===== src/rtl/xbar_cfg.sv =====
`default_nettype none
// ============================================================================
//  Module   : xbar_cfg
//  Purpose  : Parametrised N_IN-to-N_OUT input crossbar for a LUT tile. Each
//             output picks any input through a SEL_W-bit select field. Fields
//             are scanned serially into a shadow register and moved atomically
//             into the active register by a commit pulse, so the routing never
//             changes while a new configuration is being shifted in.
//  Ports    : clk              - clock
//             reset            - asynchronous active-high reset
//             io_xbar_in       - crossbar data inputs  [N_IN-1:0]
//             io_xbar_out      - crossbar data outputs [N_OUT-1:0]
//             io_cfg_shift_en  - shift one configuration bit this cycle
//             io_cfg_sin       - serial configuration data in
//             io_cfg_sout      - serial configuration data out (chain to next tile)
//             io_cfg_commit    - copy shadow to active
//             io_cfg_full      - TOTAL bits shifted since last commit/reset
//             io_cfg_err       - last commit held a select field >= N_IN
//  Revision : 1.0 - initial release
// ============================================================================
module xbar_cfg #(
   parameter int N_IN    = 24,
   parameter int N_OUT   = 30,
   parameter int OUT_REG = 1
) (
   input  logic             clk,
   input  logic             reset,
   input  logic [N_IN-1:0]  io_xbar_in,
   output logic [N_OUT-1:0] io_xbar_out,
   input  logic             io_cfg_shift_en,
   input  logic             io_cfg_sin,
   output logic             io_cfg_sout,
   input  logic             io_cfg_commit,
   output logic             io_cfg_full,
   output logic             io_cfg_err
);

   localparam int SEL_W = $clog2(N_IN);
   localparam int TOTAL = N_OUT * SEL_W;
   localparam int CNT_W = $clog2(TOTAL + 1);
   // Inputs are zero-padded to the full select range so an out-of-range
   // field reads a constant 0 instead of indexing past the real inputs.
   localparam int PAD_W = 1 << SEL_W;

   localparam logic [CNT_W-1:0] c_TOTAL = CNT_W'(TOTAL);
   localparam logic [CNT_W-1:0] c_ONE   = CNT_W'(1);
   localparam logic [SEL_W:0]   c_N_IN  = (SEL_W + 1)'(N_IN);

   logic [TOTAL-1:0] r_shadow;
   logic [TOTAL-1:0] r_active;
   logic [CNT_W-1:0] r_count;
   logic             r_err;

   logic [TOTAL-1:0] w_shadow_shifted;
   logic             w_commit_err;
   logic [PAD_W-1:0] w_in_pad;
   logic [N_OUT-1:0] w_out_comb;

   // New bits enter at the top so the first bit sent ends up in bit 0.
   generate
      if (TOTAL > 1) begin : g_shift_wide
         assign w_shadow_shifted = {io_cfg_sin, r_shadow[TOTAL-1:1]};
      end else begin : g_shift_one
         assign w_shadow_shifted = io_cfg_sin;
      end
   endgenerate

   // Range check of the shadow contents, sampled into r_err at commit.
   always_comb begin
      w_commit_err = 1'b0;
      for (int k = 0; k < N_OUT; k++) begin
         if ({1'b0, r_shadow[k*SEL_W +: SEL_W]} >= c_N_IN) begin
            w_commit_err = 1'b1;
         end
      end
   end

   // Shadow, active, counter and error flag. A commit coinciding with a
   // shift captures the pre-shift shadow and the shifted bit is the first
   // one counted towards the next load.
   always_ff @(posedge clk or posedge reset) begin
      if (reset) begin
         r_shadow <= '0;
         r_active <= '0;
         r_count  <= '0;
         r_err    <= 1'b0;
      end else begin
         if (io_cfg_shift_en) begin
            r_shadow <= w_shadow_shifted;
         end
         if (io_cfg_commit) begin
            r_active <= r_shadow;
            r_err    <= w_commit_err;
            r_count  <= io_cfg_shift_en ? c_ONE : '0;
         end else if (io_cfg_shift_en && (r_count != c_TOTAL)) begin
            r_count  <= r_count + c_ONE;
         end
      end
   end

   generate
      if (PAD_W > N_IN) begin : g_pad
         assign w_in_pad = {{(PAD_W - N_IN){1'b0}}, io_xbar_in};
      end else begin : g_nopad
         assign w_in_pad = io_xbar_in;
      end
   endgenerate

   generate
      for (genvar k = 0; k < N_OUT; k++) begin : g_sel
         assign w_out_comb[k] = w_in_pad[r_active[k*SEL_W +: SEL_W]];
      end
   endgenerate

   generate
      if (OUT_REG != 0) begin : g_out_reg
         logic [N_OUT-1:0] r_out;
         always_ff @(posedge clk or posedge reset) begin
            if (reset) begin
               r_out <= '0;
            end else begin
               r_out <= w_out_comb;
            end
         end
         assign io_xbar_out = r_out;
      end else begin : g_out_comb
         assign io_xbar_out = w_out_comb;
      end
   endgenerate

   assign io_cfg_sout = r_shadow[0];
   assign io_cfg_full = (r_count == c_TOTAL);
   assign io_cfg_err  = r_err;

endmodule
`default_nettype wire


===== config.mk =====
export PLATFORM = sky130hd
export DESIGN_NAME = xbar_cfg
export DESIGN_NICKNAME = d
export VERILOG_FILES = /design/src/rtl/xbar_cfg.sv
export SDC_FILE = /design/constraint.sdc
export NUM_CORES = 1
export LEC_CHECK = 0
export CORE_MARGIN = 5
export CORE_UTILIZATION = 55
export DETAILED_ROUTE_END_ITERATION = 10
export PLACE_DENSITY = 0.73
export SETUP_SLACK_MARGIN = 0.5
export SLEW_MARGIN = 25
export SYNTH_ARGS = -nofsm -noshare
export SYNTH_HDL_FRONTEND = slang
export SYNTH_SLANG_ARGS = --single-unit

===== constraint.sdc =====
create_clock -name clk -period 16.2 [get_ports clk]
set_input_delay 2.43 -clock clk [delete_from_list [all_inputs] [get_ports clk]]
set_output_delay 2.43 -clock clk [all_outputs]
set_load 0.02 [all_outputs]

# [After elaboration in Yosys (flattened, before gate mapping)]
# Index checks and enable logic that the tools add are counted.
[word_totals] input_bits=29 reg_bits=339
[op_classes] eq_ne=2 addsub=1 reduce_logical=2 order_cmp=60 n_mux=93
[op_table] operator="< comparator 5 x 6 -> 1 bit, second input constant" count=30
[op_table] operator="binary-select mux 1 bit (select 5 bit)" count=30
[op_table] operator="greater-or-equal comparator 5 bit, second input constant" count=30
[op_table] operator="two-way mux 1 bit" count=61
[op_table] operator="two-way mux 8 bit" count=2
[op_table] operator="adder 8 x 1 -> 8 bit, second input constant" count=1
[op_table] operator="== test 8 bit, second input constant" count=1
[op_table] operator="inequality test 8 bit, second input constant" count=1
[op_table] operator="nonzero test 2 bit" count=1
[op_table] operator="logical AND 1 bit" count=1

# [Logic depth before layout (Yosys ltp)]
[depth] depth_word=31 depth_mapped=6 depth_no_buf=6

# [Least setup slack after synthesis]
# No wires, ideal clock.
[synth_timing] kind="input to register" startpoint="input io_xbar_in[9]" endpoint="register g_out_reg.r_out[18] (netlist: io_xbar_out[18])" path_stages=5 t_required_ns=16.061 t_arrival_ns=3.941 slack_ns=12.120 path_buffers=1 cell_sequence="buf_2 mux4_1 mux2_2 and3_1 or4_1"
[synth_between] elab_chain_cells=2
[synth_rtl] item="start, declared" line_no="28" text="input logic [N_IN-1:0] io_xbar_in,"
[synth_rtl] item="binary-select mux 1 bit (select 5 bit)" line_no="111" text="assign w_out_comb[k] = w_in_pad[r_active[k*SEL_W +: SEL_W]];"
[synth_rtl] item="two-way mux 1 bit (not written as such)" line_no="111"
[synth_rtl] item="named net w_out_comb[18]" line_no="57" text="logic [N_OUT-1:0] w_out_comb;"
[synth_rtl] item="end signal, assigned" line_no="122" text="r_out <= w_out_comb;"
[synth_rtl] item="end, declared" line_no="117" text="logic [N_OUT-1:0] r_out;"
# The timed path passes the listed nets, and every way through them passes these cells. The select of a mux whose other input is x is not followed.
# A chain may end at the register's enable or synchronous reset.

# [Final worst setup path]
[layout_timing] startpoint="register r_count[0]" endpoint="output io_cfg_full"
[layout_between] elab_chain_cells=1
[layout_rtl] item="start, declared" line_no="51" text="logic [CNT_W-1:0] r_count;"
[layout_rtl] item="start signal, assigned" line_no="94" text="r_count <= io_cfg_shift_en ? c_ONE : '0;"
[layout_rtl] item="start signal, assigned" line_no="96" text="r_count <= r_count + c_ONE;"
[layout_rtl] item="== test 8 bit" line_no="132" text="assign io_cfg_full = (r_count == c_TOTAL);"
[layout_rtl] item="end, declared" line_no="34" text="output logic io_cfg_full,"
# No other way between the ends.

==> metrics <==
CTS resizes=0; global-route wire length before repair=77700 µm; maximum VDD drop=92.0 µV; clock tree root driver cell=clkbuf_16; Slew @ Worst Pin=1.05 ns; Routed WL=49600 µm; DR iter-0 viols=1334; Die Ht=198 µm; ANT cells=0; Worst EP required=13.77 ns; CTS tree=yes; worst hold margin=0.506 ns; Setup crit start kind=flip-flop; hpwl dp=26900 µm; area of the multi-input gates=10100 µm²; WP data arrival=2.64 ns; CP Capture Type=output port; largest net degree at the start of global routing=161; crit-path max cell delay=0.66 ns; Post-Syn Instances=1464; Vias=13100; Max clock buf depth=3; clk_lat worst skew=0.54 ns; total negative slack=0 ns; flops & latches, synth=339; post-synth top area share=0.436; fraction of layout cells with a size suffix above 1=0.380; FF/Latch Area=8480 µm²; Vias/cell=6.93; # hold bufs at CTS=0; Async S/R FF share, synth=1.00; crit-path max FO=5; Avg WL per Cell=26.2 µm; final worst clock skew=0.0147 ns; P_leak=8.95 nW; Layout Utilization=0.613; DRC=0; starting density of the core=0.560; row cnt=68; initial antenna violation count=0; Num CTS Buffers=38; FILL cells=2664; IO Pins=62; First-pass DRT Iterations=5; Distinct cells, synth=48; Final Hold Viols=0; CP Cell Sequence=inv_1 -> ha_1 -> or4b_2 -> nor2_1 -> clkdlybuf4s50_1; number of synthesized flops with an enable pin=0; RSZ-0062 raised after global routing=no; vias in the first global route=13000; CP top delay family=simple AND/OR/NAND/NOR gates; hold crit path type=reg -> reg; CTS clk-pin slew, worst paths=0.06 ns; area leader, netlist=dfrtp_1; PwrDens=107 nW/µm²; Syn Std Cell Area=19400 µm²; CP Class=reg -> out; Core Area=34700 µm²; layout net count=1443; final setup violation count=0; Final min period=5.07 ns; status=finished, final reports clean; synthesis-to-finish area growth=9.40%; synthesized area per cell=13.3 µm²; Syn. warnings=0; Die Area=39200 µm²; critical path's slowest cell=clkdlybuf4s50_1; Main synth FF type=dfrtp_1; IO buf count=61; largest cells by area after synthesis=dfrtp_1 44%, mux2_2 20%, mux4_2 13%, mux4_1 3.5%, clkbuf_1 2.2%; global route total overflow=0; max-cap violations=0; H-tree depth=2; Post-CTS Setup Repair Bufs=0; Fmax achieved=197 MHz; # clock sinks=339; global placement routability congestion=0.843; Buf+Inv Stages, Crit Path=2; Horiz. Die Dim=198 µm; Synth Net Count=1495; global-route usage over all layers=0.254; Slew headroom=0.299; Slew Limit Fails=0; fin crit share=0.313; post-route ant nets=0; post-synthesis sequential area ratio=0.436
[area by class of cell]
type,instances,area share
Tap cell,455,0.0268
Inverter,33,0.00617
Multi-Input combinational cell,921,0.474
Clock inverter,12,0.00594
Sequential cell,339,0.399
Timing Repair Buffer,79,0.0337
Clock buffer,57,0.0543
[cell usage in the layout (no fill, tap or decap), drive strengths merged, types with 14 or more instances in the layout]
cell type and n:
nand2b 29, nor4bb 20, o221ai 28, a21oi 23, nor3b 28, mux2i 29
o21ai 31, mux4 140, mux2 342, dfrtp 339, or4 24, nand2 58
and3 14, nor2b 20, inv 34, buf 29, clkbuf 58, clkdlybuf4s50 49
nor2 27
[synth_stat cells (23+ instances only)]
cell type and instances:
nor2_1 27, clkbuf_1 114, a21oi_1 23, o221ai_1 28, or4_1 24, mux4_1 26
mux2i_1 29, mux2_2 342, o21ai_0 31, nand2b_1 29, dfrtp_1 339, mux4_2 114
nor3b_1 28, nand2_1 58, inv_1 33
[final timing paths]
kind                                   endpoint  slack (ns)  depth (start not counted)     startpoint
worst max-delay path                io_cfg_full       11.13                          5     r_count[0]
worst min-delay path               r_active[72]        0.51                          2   r_shadow[72]
worst max register to register  io_xbar_out[21]       14.03                          4  r_active[105]
worst min register to register     r_active[72]        0.51                          2   r_shadow[72]
max in group asynchronous          r_active[36]       12.44                          3          reset
min in group asynchronous            r_count[7]        2.42                          2          reset
[per-stage QoR]
step                std cells  instance area (µm²)  setup WS [ns]  power [mW]
finish                   1896                21300          11.13        2.28
global route             1896                21300          11.02        2.37
global placement         1827                20000          11.47        1.40
CTS                      1896                21300          11.12        2.29
floorplan                1464                19400           4.38        1.30
detailed placement       1827                20000          11.44        1.41
[power by group]
part | switching [mW] | internal [mW] | leakage (nW)
logic | 0.168 | 0.216 | 3.76
clock network | 0.348 | 0.527 | 0.621
registers | 0.0967 | 0.921 | 4.57
total | 0.614 | 1.66 | 8.95
[registers in the layout, summed over array words and instances, names as in the netlist]
signal	count
io_cfg_err	1
r_count	8
r_shadow	150
r_active	150
io_xbar_out	30
[logic make-up after synthesis]
group | count (synthesis) | share of synthesized area
AOI/OAI and AO/OA | 142 | 0.0532
xor gates and xnor gates | 5 | 0.00225
adders and majority gates | 2 | 0.00129
buffers and inverters | 204 | 0.0448
DFF | 339 | 0.436
muxes | 511 | 0.380
and+or+nand+nor | 261 | 0.0822
[worst min-delay path, stage by stage, from the launching register on]
cell	delay, ns
dfrtp_1	0.36
nand2_1	0.05
o21ai_0	0.06
[metal layers]
layer / global-route usage / vias up / part of all wire
met4: 0.0834 / 0 / 0.034
met3: 0.0584 / 138 / 0.099
li1: - / 5489 / -
met1: 0.359 / 6831 / 0.40
met2: 0.395 / 683 / 0.47
met5: 0 / - / 0
Power figures use the tool's default switching activity.
